**src/rtl/rom_decrypt_sequencer.sv**
```systemverilog
// ============================================================================
// rom_decrypt_sequencer: walks a ROM header (op, key, stop) then streams and
// decrypts characters over valid/ready. Optional macro ROM_DECRYPT_CHKSUM_EN
// builds the running XOR checksum of accepted characters.
// Revision: 1.0
// ============================================================================
`default_nettype none

module rom_decrypt_sequencer #(
  parameter logic [10:0] BASE_ADDR = 11'h000,
  parameter int unsigned MAX_CHARS = 64
) (
  input  logic        clk,
  input  logic        rst_n,
  input  logic        start,
  output logic [10:0] rom_addr,
  input  logic [31:0] rom_data,
  output logic        out_valid,
  input  logic        out_ready,
  output logic [7:0]  out_char,
  output logic [7:0]  out_index,
  output logic        busy,
  output logic        done,
  output logic        error,
  output logic [7:0]  chksum
);

  typedef enum logic [2:0] {
    S_IDLE   = 3'd0,
    S_F_OP   = 3'd1,
    S_F_KEY  = 3'd2,
    S_F_STOP = 3'd3,
    S_F_CHAR = 3'd4,
    S_EMIT   = 3'd5,
    S_DONE   = 3'd6,
    S_ERR    = 3'd7
  } state_t;

  localparam logic [10:0] C_LAST_ADDR = 11'h7FC;
  localparam logic [7:0]  C_MAX_CNT   = 8'(MAX_CHARS);

  state_t      state_q, state_d;
  logic [10:0] rom_addr_q, rom_addr_d;
  logic [1:0]  op_q, op_d;
  logic [7:0]  key_q, key_d;
  logic [7:0]  stop_q, stop_d;
  logic [7:0]  count_q, count_d;
  logic        out_valid_q, out_valid_d;
  logic [7:0]  out_char_q, out_char_d;
  logic [7:0]  out_index_q, out_index_d;
  logic        busy_q, busy_d;
  logic        done_q, done_d;
  logic        error_q, error_d;
  logic [7:0]  w_dec;
  logic [7:0]  w_enc;
  logic        w_last;
  logic        unused_rom_bits;

  assign w_enc  = rom_data[7:0];
  assign w_last = (rom_addr_q == C_LAST_ADDR);
  assign unused_rom_bits = ^rom_data[31:8];

  always_comb begin
    case (op_q)
      2'd1:    w_dec = w_enc ^ key_q;
      2'd2:    w_dec = ~w_enc;
      default: w_dec = w_enc - key_q;
    endcase
  end

  always_comb begin
    state_d     = state_q;
    rom_addr_d  = rom_addr_q;
    op_d        = op_q;
    key_d       = key_q;
    stop_d      = stop_q;
    count_d     = count_q;
    out_valid_d = out_valid_q;
    out_char_d  = out_char_q;
    out_index_d = out_index_q;
    done_d      = 1'b0;
    error_d     = 1'b0;
    case (state_q)
      S_IDLE: begin
        rom_addr_d = BASE_ADDR;
        if (start) state_d = S_F_OP;
      end
      S_F_OP, S_F_KEY, S_F_STOP: begin
        if (state_q == S_F_OP)  op_d   = rom_data[1:0];
        if (state_q == S_F_KEY) key_d  = w_enc;
        if (state_q == S_F_STOP) begin
          stop_d  = w_enc;
          count_d = 8'd0;
        end
        // An op of zero is only judged once the whole header has been read.
        if (w_last || (state_q == S_F_STOP && op_q == 2'd0)) begin
          state_d = S_ERR;
          error_d = 1'b1;
        end else begin
          rom_addr_d = rom_addr_q + 11'd4;
          state_d    = (state_q == S_F_OP)  ? S_F_KEY :
                       (state_q == S_F_KEY) ? S_F_STOP : S_F_CHAR;
        end
      end
      S_F_CHAR: begin
        if (w_dec == stop_q) begin
          state_d = S_DONE;
          done_d  = 1'b1;
        end else if (count_q == C_MAX_CNT) begin
          state_d = S_ERR;
          error_d = 1'b1;
        end else begin
          out_char_d  = w_dec;
          out_index_d = count_q;
          out_valid_d = 1'b1;
          state_d     = S_EMIT;
        end
      end
      S_EMIT: begin
        if (out_ready) begin
          out_valid_d = 1'b0;
          count_d     = count_q + 8'd1;
          if (w_last) begin
            state_d = S_ERR;
            error_d = 1'b1;
          end else begin
            rom_addr_d = rom_addr_q + 11'd4;
            state_d    = S_F_CHAR;
          end
        end
      end
      default: begin
        state_d    = S_IDLE;
        rom_addr_d = BASE_ADDR;
      end
    endcase
    busy_d = (state_d != S_IDLE);
  end

  always_ff @(posedge clk) begin
    if (!rst_n) begin
      state_q     <= S_IDLE;
      rom_addr_q  <= BASE_ADDR;
      op_q        <= 2'd0;
      key_q       <= 8'd0;
      stop_q      <= 8'd0;
      count_q     <= 8'd0;
      out_valid_q <= 1'b0;
      out_char_q  <= 8'd0;
      out_index_q <= 8'd0;
      busy_q      <= 1'b0;
      done_q      <= 1'b0;
      error_q     <= 1'b0;
    end else begin
      state_q     <= state_d;
      rom_addr_q  <= rom_addr_d;
      op_q        <= op_d;
      key_q       <= key_d;
      stop_q      <= stop_d;
      count_q     <= count_d;
      out_valid_q <= out_valid_d;
      out_char_q  <= out_char_d;
      out_index_q <= out_index_d;
      busy_q      <= busy_d;
      done_q      <= done_d;
      error_q     <= error_d;
    end
  end

`ifdef ROM_DECRYPT_CHKSUM_EN
  logic [7:0] chksum_q, chksum_d;

  always_comb begin
    chksum_d = chksum_q;
    if (state_q == S_IDLE && start)
      chksum_d = 8'd0;
    else if (state_q == S_EMIT && out_ready)
      chksum_d = chksum_q ^ out_char_q;
  end

  always_ff @(posedge clk) begin
    if (!rst_n) chksum_q <= 8'd0;
    else        chksum_q <= chksum_d;
  end

  assign chksum = chksum_q;
`else
  assign chksum = 8'h00;
`endif

  assign rom_addr  = rom_addr_q;
  assign out_valid = out_valid_q;
  assign out_char  = out_char_q;
  assign out_index = out_index_q;
  assign busy      = busy_q;
  assign done      = done_q;
  assign error     = error_q;

endmodule

`default_nettype wire
```
**config.mk**
```make
export PLATFORM = sky130hd
export DESIGN_NAME = rom_decrypt_sequencer
export DESIGN_NICKNAME = d
export VERILOG_FILES = /design/src/rtl/rom_decrypt_sequencer.sv
export SDC_FILE = /design/constraint.sdc
export NUM_CORES = 1
export LEC_CHECK = 0
export CORE_AREA = 2 2 81 83
export DETAILED_ROUTE_END_ITERATION = 10
export DIE_AREA = 0 0 83 85
export MAX_ROUTING_LAYER = met4
export PLACE_DENSITY_LB_ADDON = 0.05
export SETUP_SLACK_MARGIN = 0.2
export SYNTH_ARGS = -nofsm -noshare
export SYNTH_HDL_FRONTEND = slang
export SYNTH_SLANG_ARGS = --single-unit
```
**constraint.sdc**
```tcl
create_clock -name clk -period 6 [get_ports clk]
set_input_delay 0.6 -clock clk [delete_from_list [all_inputs] [get_ports clk]]
set_output_delay 0.6 -clock clk [all_outputs]
set_load 0.02 [all_outputs]
```
# Word level (Yosys, flattened, before mapping)

Index checks and enable logic that the tools add are counted.

Bits in registers: 60
Output and inout port bits: 39

$add $sub $neg: 3
Eq/ne operators: 16
Multiplexer cells: 28
Bitwise operators: 5
Reductions and logical operators: 16

Operator list:

| kind                  | count |
|---|---|
| $mux 11               | 3 |
| $pmux 11 s3           | 1 |
| $pmux 8 s2            | 2 |
| $mux 8                | 2 |
| $mux 3                | 5 |
| $ne 2x2->1 const B    | 6 |
| $pmux 3 s4            | 1 |
| $add 11x3->11 const B | 1 |
| $eq 11x11->1 const B  | 1 |
| $mux 1                | 9 |
| $add 8x1->8 const B   | 1 |
| $eq 8x7->1 const B    | 1 |
| $eq 8x8->1            | 1 |
| $not 8->8             | 1 |
| $reduce_and 2->1      | 4 |
| $reduce_and 4->1      | 2 |
| $sub 8x8->8           | 1 |
| $xor 8x8->8           | 1 |
| $eq 3x2->1 const B    | 2 |
| $eq 3x3->1 const B    | 2 |
| $mux 2                | 3 |
| $reduce_and 3->1      | 2 |
| $reduce_bool 2->1     | 2 |
| $eq 3x1->1 const B    | 1 |
| 11 further kinds      | 13 |

# Longest topological paths before layout

Depth in word-level cells: 6
Gate-level depth with buffers: 13

# Worst setup path after synthesis

Ideal clock, no wire load.

Path type: input -> register
Start: in rom_data[4]
End: reg out_char_q[0], in the netlist out_char[0]
Arrival: 2.832 ns
Data required time: 5.928 ns
Slack: 3.097 ns
Cell stages on the path: 10
Path buffers: 2
Cells stage by stage: ha_1 -> a21o_1 -> a21o_1 -> or4_4 -> and4_4 -> o2111a_2 -> a21boi_2 -> buf_6 -> buf_12 -> mux2i_1

Cells in the longest elaborated chain, start to end: 5

Ends and longest elaborated chain:

| what                                | RTL line | source |
|---|---|---|
| start: declaration                  | 17       | `input logic [31:0] rom_data,` |
| $sub 8x8->8 (tied with other cells) | 67       | `default: w_dec = w_enc - key_q;` |
| $pmux 8 s2 *                        | 64       | `case (op_q)` |
| $eq 8x8->1 *                        | 106      | `if (w_dec == stop_q) begin` |
| $not 1->1 (no line) *               | --       |  |
| $reduce_and 3->1 (no line) *        | --       |  |
| end signal: assignment              | 162      | `out_char_q <= out_char_d;` |
| end: declaration                    | 49       | `logic [7:0] out_char_q, out_char_d;` |

Mark *: on every way between the ends. The rest lies on a longest branch, timed or not.
A chain may end at the register's enable or synchronous reset.

# Final worst setup path

Start: in rom_data[0]
End: reg out_index_q[6], in the netlist out_index[6]

Cells in the longest elaborated chain, start to end: 5

Ends and longest elaborated chain:

| what                                | RTL line | source |
|---|---|---|
| $sub 8x8->8 (tied with other cells) | 67       |  |
| $pmux 8 s2 *                        | 64       |  |
| $eq 8x8->1 *                        | 106      |  |
| $not 1->1 (no line) *               | --       |  |
| $reduce_and 3->1 (no line) *        | --       |  |
| end signal: assignment              | 163      | `out_index_q <= out_index_d;` |
| end: declaration                    | 50       | `logic [7:0] out_index_q, out_index_d;` |

Marked as above.

==> key figures <==
Pwr
  • Pwr Density: around 360 nW/um2
  • Final Power: 1.38 mW
  • Peak VDD IR: 0.206 mV
  • LEAKAGE: 1.45 nW

Yosys
  • Commonest cells post-synth: nand2_1, dfxtp_1, nor2_1
  • Flops & latches, synth: 58
  • XOR/XNOR Fraction of Synth Area: 4.73%
  • Cell count after synthesis: 400
  • Synth Warn #: 0
  • Synth Area in Adders: 5.86%
  • Post-synthesis simple-gate area fraction: 24.0%
  • Sequential area share after synthesis: 34.8%
  • Post-Syn Area: 3330 um2
  • Top-count cell post-synth: nand2_1
  • Largest family of logic cells by synthesized area: simple AND/OR/NAND/NOR gates
  • Post-synthesis compound-gate area fraction: about 18%
  • Post-synthesis mux area share: ~5.7%
  • Synth top area share: 34.8%
  • Synthesized area per cell: 8.33 um2
  • Async SR Flop Fraction: 0%
  • Netlist cell types: a little over 60
  • EDFF count, synth: 0
  • Top post-synthesis cells by area: dfxtp_1, nand2_1, mux2i_1
  • Synth area leader: dfxtp_1
  • Ys flop type: dfxtp_1

Global routing
  • Largest net degree at the start of global routing: 57
  • All-Layer GR Usage: 21.4%
  • First-pass GRT wire length: 11.9 mm
  • Antenna violations before repair: 0
  • Number of global-route vias before repair: 2542
  • Total gr overflow: 0

CTS
  • Hold_buf cts: 0
  • H-Tree Level Count: 3
  • Max Buffers Root-to-Sink: 2
  • Clk Latency, worst-skew pair: 0.34 ns
  • Worst-path clk slew: 0.07 ns
  • Clock tree sinks: 58
  • CTS buffer count: 9
  • Clock root cell: clkbuf_8
  • Postcts setup bufs: 0
  • CTS tree: yes
  • Post-CTS resize count: 0

Final layout
  • Antenna diodes: 0
  • Layout fillers: 568
  • Layout cells sized above 1: 5.72%
  • Layout overhead on the synthesized area: 16.1%
  • Post-route cell area: 3870 um2
  • NumNets Final: 483

Timing
  • Hold slack final: 0.452 ns
  • Hold Fails Final Rpt: 0
  • Max Slew Vio Count: 0
  • Final setup viols: 0
  • Final Cycle Share: 65.5%
  • Fin worst setup slack: 2.07 ns
  • Measured slew at the worst slew-check pin: 1.07 ns
  • Clk_skew: 0.00731 ns
  • Max_slew headroom: between 20 and 30%
  • RSZ-0062 raised after global routing: no
  • Setup tns final: 0 ns
  • Fmax: 0.254 GHz
  • Final min period: 3.93 ns

Floorplanning
  • Die width: 83 um
  • Area of the core: around 6200 um2
  • Die height: 85 um
  • FP Rows: 29
  • Initial Utilization: 53.7%
  • Die Area: 7060 um2
  • I/O pin count: between 70 and 80

Setup path
  • Crit-path max FO: 17
  • CP startpoint kind: input port
  • Setup CP Type: in2reg
  • WP data required: 6.26 ns
  • Worst path arrival time: between 4 and 5 ns
  • CP endpoint kind: flop

Detailed routing
  • Met2 Routed Length: ~3.2 mm
  • Routed Antenna Nets: 0
  • Via density: 5.42
  • M1 WL: 3.54 mm
  • Avg WL per Cell: roughly 14 um
  • Metal3 WL: approximately 300 um
  • Max layer used: met4
  • Post-Route WL: approximately 7 mm
  • DRC: 0
  • First drt pass iteration count: 4
  • Routed vias: 2787
  • DRT iter0 DRCs: 159

Placement
  • DP Area: approximately 3700 um2
  • Buffers on Ports: 40
  • Place WS: 1.71 ns
  • Detail Placement HPWL: 5.14 mm
  • Gpl congestion: 0.815

Run
  • Max_cap viols: 0

Min path
  • Hold crit path type: reg2reg

Run status
  • Status: finished, final reports clean
registers in the layout (all words and copies together), names as in the netlist, 2 cells and up:
| signal | count |
|---|---|
| count_q | 8 |
| key_q | 8 |
| op_q | 2 |
| out_char | 8 |
| out_index | 8 |
| rom_addr | 9 |
| state_q | 3 |
| stop_q | 8 |
cells in the final DEF (no fill, tap or decap), types with 2 or more instances in the layout:
cell type        count
nand2_1             63
dfxtp_1             58
clkdlybuf4s50_1     40
nor2_1              30
mux2i_1             19
a21boi_0            17
nor2b_1             16
inv_1               15
ha_1                14
xor2_1              13
nand3_1             13
o21ai_0             10
conb_1              10
clkbuf_8            10
nand4_1              8
a21oi_1              7
nand2b_1             7
and2_1               6
xnor2_1              5
o211ai_1             5
a31oi_1              5
o22ai_1              5
nor3_1               4
o211a_1              4
a21o_1               3
o221ai_1             3
and3_1               3
clkinv_2             3
or3_1                2
and3b_1              2
a211oi_1             2
a211o_1              2
and4_1               2
o21a_1               2
clkinvlp_4           2
per-layer routing:
layer	vias up	track usage [%]
li1	1437	-
met1	1276	28.3
met2	63	32.6
met3	11	3.99
met4	0	8.64
met5	-	-
power breakdown:
group          internal [mW]  switching [mW]  leakage (nW)  total (mW)
Sequential             0.435          0.0539         0.470       0.489
Clock                  0.159           0.153        0.0851       0.312
Combinational          0.239           0.342         0.900       0.581
worst paths after layout:
check / start / slack [ns] / cells past startpoint / endpoint
hold / removal: out_char[5] / 0.45 / 2 / out_char[5]
setup reg to reg: op_q[0] / 2.52 / 9 / out_index[6]
hold reg to reg: out_char[5] / 0.45 / 2 / out_char[5]
setup / recovery: rom_data[0] / 2.07 / 11 / out_index[6]
critical path, cell delays in order:
cell	delay (ns)
clkdlybuf4s50_1	0.60
inv_1	0.10
ha_1	0.22
fa_1	0.38
nor2b_1	0.27
o2111a_1	0.25
o21ai_0	0.14
and4_4	0.21
o2111a_2	0.29
a21boi_2	0.84
mux2i_1	0.29
cell type report:
cell class / count / area [um2] / area share [%]
Tap cell: 77 / 96.3 / 2.49
Multi-Input combinational cell: 307 / 1980 / 51.1
Sequential cell: 58 / 1160 / 30.0
Clock inverter: 5 / 30.0 / 0.776
Inverter: 15 / 56.3 / 1.45
Clock buffer: 11 / 141 / 3.65
Timing Repair Buffer: 41 / 408 / 10.5
metrics by stage:
step / instances / utilization [%]
floorplan: 409 / -
global placement: 498 / 59.6
detailed placement: 498 / 59.6
CTS: 514 / 62.4
global route: 514 / 62.4
finish: 514 / 62.4
logic make-up after synthesis:
kind of cell / count (synthesis)
simple gates: 164
compound gates: 81
flops: 58
buf+inv: 44
mux: 19
xor+xnor: 18
fa+ha+maj: 15
other cells: 1
Power figures use the tool's default switching activity.
